`config.mk`:
```
export PLATFORM = sky130hd
export DESIGN_NAME = instr_fetch_unit
export DESIGN_NICKNAME = d
export VERILOG_FILES = /design/src/rtl/minimicro_pkg.sv /design/src/rtl/instr_fetch_unit.sv
export SDC_FILE = /design/constraint.sdc
export NUM_CORES = 1
export LEC_CHECK = 0
export BUFFER_PORTS_ARGS = -buffer_cell sky130_fd_sc_hd__buf_2
export CAP_MARGIN = 20
export CORE_MARGIN = 2
export CORE_UTILIZATION = 47
export CTS_CLUSTER_DIAMETER = 60
export DETAILED_ROUTE_END_ITERATION = 10
export HOLD_SLACK_MARGIN = 0.12
export PLACE_DENSITY_LB_ADDON = 0.12
export RECOVER_POWER = 25
export SYNTH_ARGS = -nofsm -noshare
export SYNTH_HDL_FRONTEND = slang
export SYNTH_SLANG_ARGS = --single-unit
```
`constraint.sdc`:
```
create_clock -name clk -period 1.8 [get_ports clk]
set_input_delay 0.36 -clock clk [delete_from_list [all_inputs] [get_ports clk]]
set_output_delay 0.36 -clock clk [all_outputs]
set_load 0.05 [all_outputs]
```
`src/rtl/minimicro_pkg.sv`:
```
// Shared definitions for the minimicro core: default widths, the HALT encoding
// and the fetch FSM state type (also used by the testbench for visibility).
package minimicro_pkg;

   localparam int DEF_DATA_W    = 32;
   localparam int DEF_MEM_DEPTH = 32;
   localparam logic [DEF_DATA_W-1:0] DEF_HALT_WORD = {DEF_DATA_W{1'b1}};

   typedef enum logic [2:0] {
      IDLE,
      REQ,
      WAIT,
      HOLD,
      HALT
   } fetch_state_t;

endpackage

```
`src/rtl/instr_fetch_unit.sv`:
```
// Instruction fetch stage: owns the PC, reads the 1-cycle instruction RAM and
// hands each word to the decoder over a valid/ready handshake.
module instr_fetch_unit
   import minimicro_pkg::*;
#(
   parameter int                DATA_W    = DEF_DATA_W,
   parameter int                MEM_DEPTH = DEF_MEM_DEPTH,
   parameter int                ADDR_W    = $clog2(MEM_DEPTH),
   parameter logic [DATA_W-1:0] HALT_WORD = {DATA_W{1'b1}}
) (
   input  logic              clk,
   input  logic              rst_n,
   input  logic              en,
   output logic [ADDR_W-1:0] mem_addr,
   output logic              mem_we,
   input  logic [DATA_W-1:0] mem_rdata,
   input  logic              redirect_valid,
   input  logic [ADDR_W-1:0] redirect_pc,
   output logic [DATA_W-1:0] instr,
   output logic [ADDR_W-1:0] instr_pc,
   output logic              instr_valid,
   input  logic              instr_ready,
   output logic              halted
);

   fetch_state_t      state_q;
   logic [ADDR_W-1:0] pc_q;
   logic [ADDR_W-1:0] pc_d;
   logic [ADDR_W-1:0] redirect_pc_d;
   logic [DATA_W-1:0] instr_q;
   logic [ADDR_W-1:0] instr_pc_q;
   logic              instr_valid_q;
   logic              halted_q;

   // Out-of-range redirect targets only exist for non-power-of-2 depths.
   always_comb begin
      pc_d          = (pc_q == ADDR_W'(MEM_DEPTH - 1)) ? '0 : pc_q + ADDR_W'(1);
      redirect_pc_d = ({1'b0, redirect_pc} >= (ADDR_W + 1)'(MEM_DEPTH)) ? '0 : redirect_pc;
   end

   always_ff @(posedge clk or negedge rst_n) begin
      if (!rst_n) begin
         state_q       <= IDLE;
         pc_q          <= '0;
         instr_q       <= '0;
         instr_pc_q    <= '0;
         instr_valid_q <= 1'b0;
         halted_q      <= 1'b0;
      end else if (redirect_valid) begin
         pc_q          <= redirect_pc_d;
         instr_valid_q <= 1'b0;
         halted_q      <= 1'b0;
         state_q       <= en ? REQ : IDLE;
      end else begin
         case (state_q)
            IDLE: begin
               if (en) state_q <= REQ;
            end
            REQ: begin
               state_q <= WAIT;
            end
            WAIT: begin
               instr_q       <= mem_rdata;
               instr_pc_q    <= pc_q;
               instr_valid_q <= 1'b1;
               state_q       <= HOLD;
            end
            HOLD: begin
               if (instr_ready) begin
                  instr_valid_q <= 1'b0;
                  if (instr_q == HALT_WORD) begin
                     halted_q <= 1'b1;
                     state_q  <= HALT;
                  end else begin
                     pc_q    <= pc_d;
                     state_q <= en ? REQ : IDLE;
                  end
               end
            end
            HALT: begin
               state_q <= HALT;
            end
            default: begin
               state_q <= IDLE;
            end
         endcase
      end
   end

   assign mem_addr    = pc_q;
   assign mem_we      = 1'b1;
   assign instr       = instr_q;
   assign instr_pc    = instr_pc_q;
   assign instr_valid = instr_valid_q;
   assign halted      = halted_q;

endmodule

```
* After elaboration in Yosys (flattened, before gate mapping)
Index checks and enable logic that the tools add are counted.
Storage, ports and cells: flip-flop bits (word level) 47, logic and storage cells 45
Cells by class: reduce and logical (&&, ||, !) cells 10, bitwise logic cells 1, add/sub/neg operators 1, mux-type cells 18, eq/ne operators 9
Operator list (number):
- $eq A32 B32 Y1 const B | 1
- $mux W5 | 5
- $pmux W3 S5 | 1
- $mux W3 | 4
- $mux W1 | 7
- $eq A3 B2 Y1 const B | 2
- $ne A3 B3 Y1 const B | 2
- $reduce_and A2 Y1 | 3
- $reduce_and A3 Y1 | 2
- $reduce_bool A2 Y1 | 3
- $add A5 B1 Y5 const B | 1
- $eq A5 B5 Y1 const B | 1
- $eq A3 B1 Y1 const B | 1
- $eq A3 B3 Y1 const B | 1
- $logic_not A3 Y1 | 1
- $reduce_bool A3 Y1 | 1
- $ne A2 B2 Y1 const B | 1
- $pmux W1 S2 | 1
- $not A1 Y1 | 1

* Depth between registers and ports, before layout
word-level depth 6, mapped depth 7, gate-level depth less buffers 7

* Least setup slack after synthesis
Ideal clock, no wire load.
path kind register -> register, from register instr_q[5], in the netlist instr[5], to register halted_q, in the netlist halted, data arrival time 1.759 ns, cell stages (with the launch flop) 6, buffers on the path 0, path slack -0.034 ns, required time 1.725 ns, setup time 0.075 ns, cells stage by stage dfrtp_1 > nand4_1 > nor4_2 > nand3_2 > or3_4 > a21oi_2
On the way: longest elaborated chain between the ends 3
RTL lines:
- start, declared | line instr_fetch_unit.sv:30 | logic [DATA_W-1:0] instr_q;
- start signal, assigned | line instr_fetch_unit.sv:63 | instr_q <= mem_rdata;
- $eq A32 B32 Y1 | line instr_fetch_unit.sv:71 | if (instr_q == HALT_WORD) begin
- $reduce_bool A2 Y1 (no source line)
- $reduce_and A3 Y1 (no source line)
- end signal, assigned | line instr_fetch_unit.sv:48 | halted_q <= 1'b0;
- end signal, assigned | line instr_fetch_unit.sv:52 | halted_q <= 1'b0;
- end signal, assigned | line instr_fetch_unit.sv:72 | halted_q <= 1'b1;
- end, declared | line instr_fetch_unit.sv:33 | logic halted_q;
Every way passes these cells. A chain may end at the register's enable or synchronous reset.

* Worst setup path in the final report
from register instr_q[15], in the netlist instr[15], to register halted_q, in the netlist halted
Same word-level chain as after synthesis.

==> summary.md <==
| Metric | Value |
|---|---|
| Status | completed |
| Worst path slowest cell | or3_4 |
| Critical Path Max Stage Delay | 390 ps |
| Seq pwr share | 0.372 |
| Prevailing post-synth register cell | dfrtp_1 |
| Std cell rows | 23 |
| Post-DRT Antenna Nets | 0 |
| Final setup viols | 0 |
| Clock skew | between 7 and 8 ps |
| Mapped cell area | 2018 sq um |
| Psw | between 2 and 2.5 mW |
| Layout cell share with drive strength beyond 1 | 0.6041 |
| Synth top area cells | dfrtp_1 (58%), mux2_2 (21%), nand4_1 (3.7%) |
| Max-cap viol count | 0 |
| Final worst-path cycle share | 0.8932 |
| Min-Delay Path Class | in2reg |
| Rel. slew slack | 0.4277 |
| Via density | between 5 and 6 |
| CTS Buffer Depth | 2 |
| Post-synth top area share | 0.5828 |
| Minimum clock period | between 1500 and 2000 ps |
| VDD IR-drop max | 0.5644 mV |
| Crit path buffers/inverters | 0 |
| GRT Util Overall | 0.1844 |
| Setup Total Neg Slack | 0 ps |
| Vias in the first global route | 1461 |
| Syn_nets | 197 |
| Post-synth EDFFs | 0 |
| DR WL/cell | 14.01 um |
| Worst-Skew Late Latency | 290 ps |
| H-tree depth | 2 |
| CP required | between 2000 and 2500 ps |
| Pwr Density | 1713 nW/um^2 |
| Leak Pwr | 1.258 nW |
| Cells after synthesis | about 150 |
| Post-cts resize count | 0 |
| DR vias | about 1500 |
| WL final | 4133 um |
| Residual DRC count | 0 |
| Remaining global-route overflow | 0 |
| Area Overhead vs Synth | 30.25% |
| Yosys cell types | 29 |
| Initial antenna violation count | 0 |
| Syn_area_per_cell | 13.19 sq um |
| CTS tree | yes |
| Count of final max-slew check failures | 0 |
| Cell Area, Placed | 2531 sq um |
| Initial Utilization | 0.4974 |
| Switching Share | 0.4850 |
| Die area | between 4000 and 5000 sq um |
| CP Capture Type | flop |
| Root buf cell | clkbuf_8 |
| Peak Freq | 0.6220 GHz |
| Critical-path maximum fanout | 8 |
| Die Ht | 69.53 um |
| Worst hold stages | 3 |
| Clk pin slew, worst setup/hold paths | ~80 ps |
| FF-to-FF path depth | 5 |
| I/O pin cnt | 87 |
| Combinational share of power | 0.488 |
| Design area | between 2000 and 3000 sq um |
| Sequential share of the synthesized area | 0.5828 |
| Ys async rst share | 1.000 |
| Util after Layout | 0.6479 |
| First-pass GRT wire length | 7031 um |
| Detailed Place HPWL | 3143 um |
| # diodes | 0 |
| First DRT Iteration DRCs | 91 |
| Sink Count | 47 |
| Worst-path cell chain | nand4_1, nor4_2, nand3_2, or3_4, a21oi_2 |
| Critical Setup Path Class | reg2reg |
| Cts bufs inserted | 5 |
| Placer's final routability congestion estimate | a little under 0.8 |
| Layout Cells excl Fill | between 200 and 300 |
| PortBufs | 85 |
| RSZ-0062 raised after global routing | false |
| Clock network fraction of total power | 0.139 |
| #FFs+latches synth | 47 |
| Family with the most delay on the worst path | simple AND/OR/NAND/NOR gates |
| Largest net degree at the start of global routing | 39 |
| Final Hold Vio Count | 0 |
| CP Data Arrival Time | between 1500 and 2000 ps |
| Critical path startpoint category | flop |
| TritonRoute pass-1 iters | 4 |
| Ys Warns | 0 |
| Die width | 69.53 um |
| Final Net Count | 288 |
| WP depth | 5 |
| Power Internal | around 2.3 mW |
| DP Cell Count | 286 |
| Total core area | 4058 sq um |
| Synth area leader | dfrtp_1 |
| Worst-Margin Slew | 858.5 ps |
power groups by stage:
stage               Combinational, mW  Sequential (mW)  Clock (mW)
floorplan                       0.410             2.95           0
CTS                              2.22             1.68       0.657
finish                           2.20             1.68       0.628
global placement                 2.20             1.69           0
global route                     2.29             1.74       0.708
detailed placement               2.21             1.70           0
per-layer routing:
metal | GRT usage | wire length [um]
met1 | 0.2582 | 1940
met5 | 0 | 0
met2 | 0.2799 | 1908
met3 | 0.04942 | 237
met4 | 0.06100 | 46
Yosys cell counts (3+ instances only):
cell type / number
dfrtp_1: 47
mux2_2: 37
nand4_1: 12
nor2_1: 7
inv_1: 6
nand2_1: 6
o311ai_1: 4
a21oi_1: 3
and3_1: 3
buf_4: 3
registers in the layout, summed over array words and instances, names as in the netlist:
name and count:
instr_valid 1, halted 1, state_q 3, mem_addr 5
instr 32, instr_pc 5
path summary, 6_finish.rpt:
path | from | end | slack, ps
min in group asynchronous | rst_n | state_q[1] | 690
worst min register to register | state_q[2] | state_q[1] | 480
worst min-delay path | redirect_pc[1] | mem_addr[1] | 280
max in group asynchronous | rst_n | state_q[2] | 300
worst max-delay path | instr[15] | halted | 190
worst max register to register | instr[15] | halted | 190
tightest hold or removal path: cells and delay by family:
family | cells | cell delay (ps)
buffers and inverters | 1 | 70
AND/OR/NAND/NOR | 1 | 50
AO/OA/AOI/OAI | 1 | 60
cells by family (layout without fill, tap and decap cells):
logic type,count (synthesis),in the layout,synth area share
AOI/OAI and AO/OA,13,13,0.04650
xor gates and xnor gates,1,1,0.004341
adders and majority gates,2,2,0.01240
buffers and inverters,13,105,0.03100
DFF,47,47,0.5828
muxes,38,38,0.2114
other,1,1,0.001858
and+or+nand+nor,38,38,0.1097
cells in the final DEF (no fill, tap or decap), types with 2 or more instances in the layout:
master,count
dfrtp_2,8
buf_2,84
clkbuf_8,6
a21oi_2,2
nand4_1,12
a21oi_1,3
buf_4,3
nor2_1,7
ha_1,2
o21ai_0,2
nand2_1,6
inv_1,6
dfrtp_1,39
clkbuf_1,2
mux2_2,37
nand2b_1,2
and3_1,3
o311ai_1,4
layout make-up:
type	count	area, sq um
clock buffers	7	86.33
inverters	6	22.52
multi-input cells	93	784.5
clock inverters	1	5.005
repair buffers	91	481.7
flip-flops and latches	47	1186
well taps	50	62.56
fillers	344	1429
through the flow:
stage          power, mW  setup slack [ps]  hold slack (ps)
2_1_floorplan      3.357             24.46            64.41
3_3_place_gp       3.883             212.8            293.7
3_5_place_dp       3.915             188.9            300.7
4_1_cts            4.555             173.2            276.8
5_1_grt            4.737             48.04            277.6
6_report           4.503             192.2            283.7
timing repair:
item / 4_1_cts / 5_1_grt
setup buffers: 0 / 0
hold endpoints to repair: 15 / 0
hold buffers: 1 / 0
endpoints found under the setup margin: 0 / 0
No activity file was read; power rests on OpenSTA's default activity.
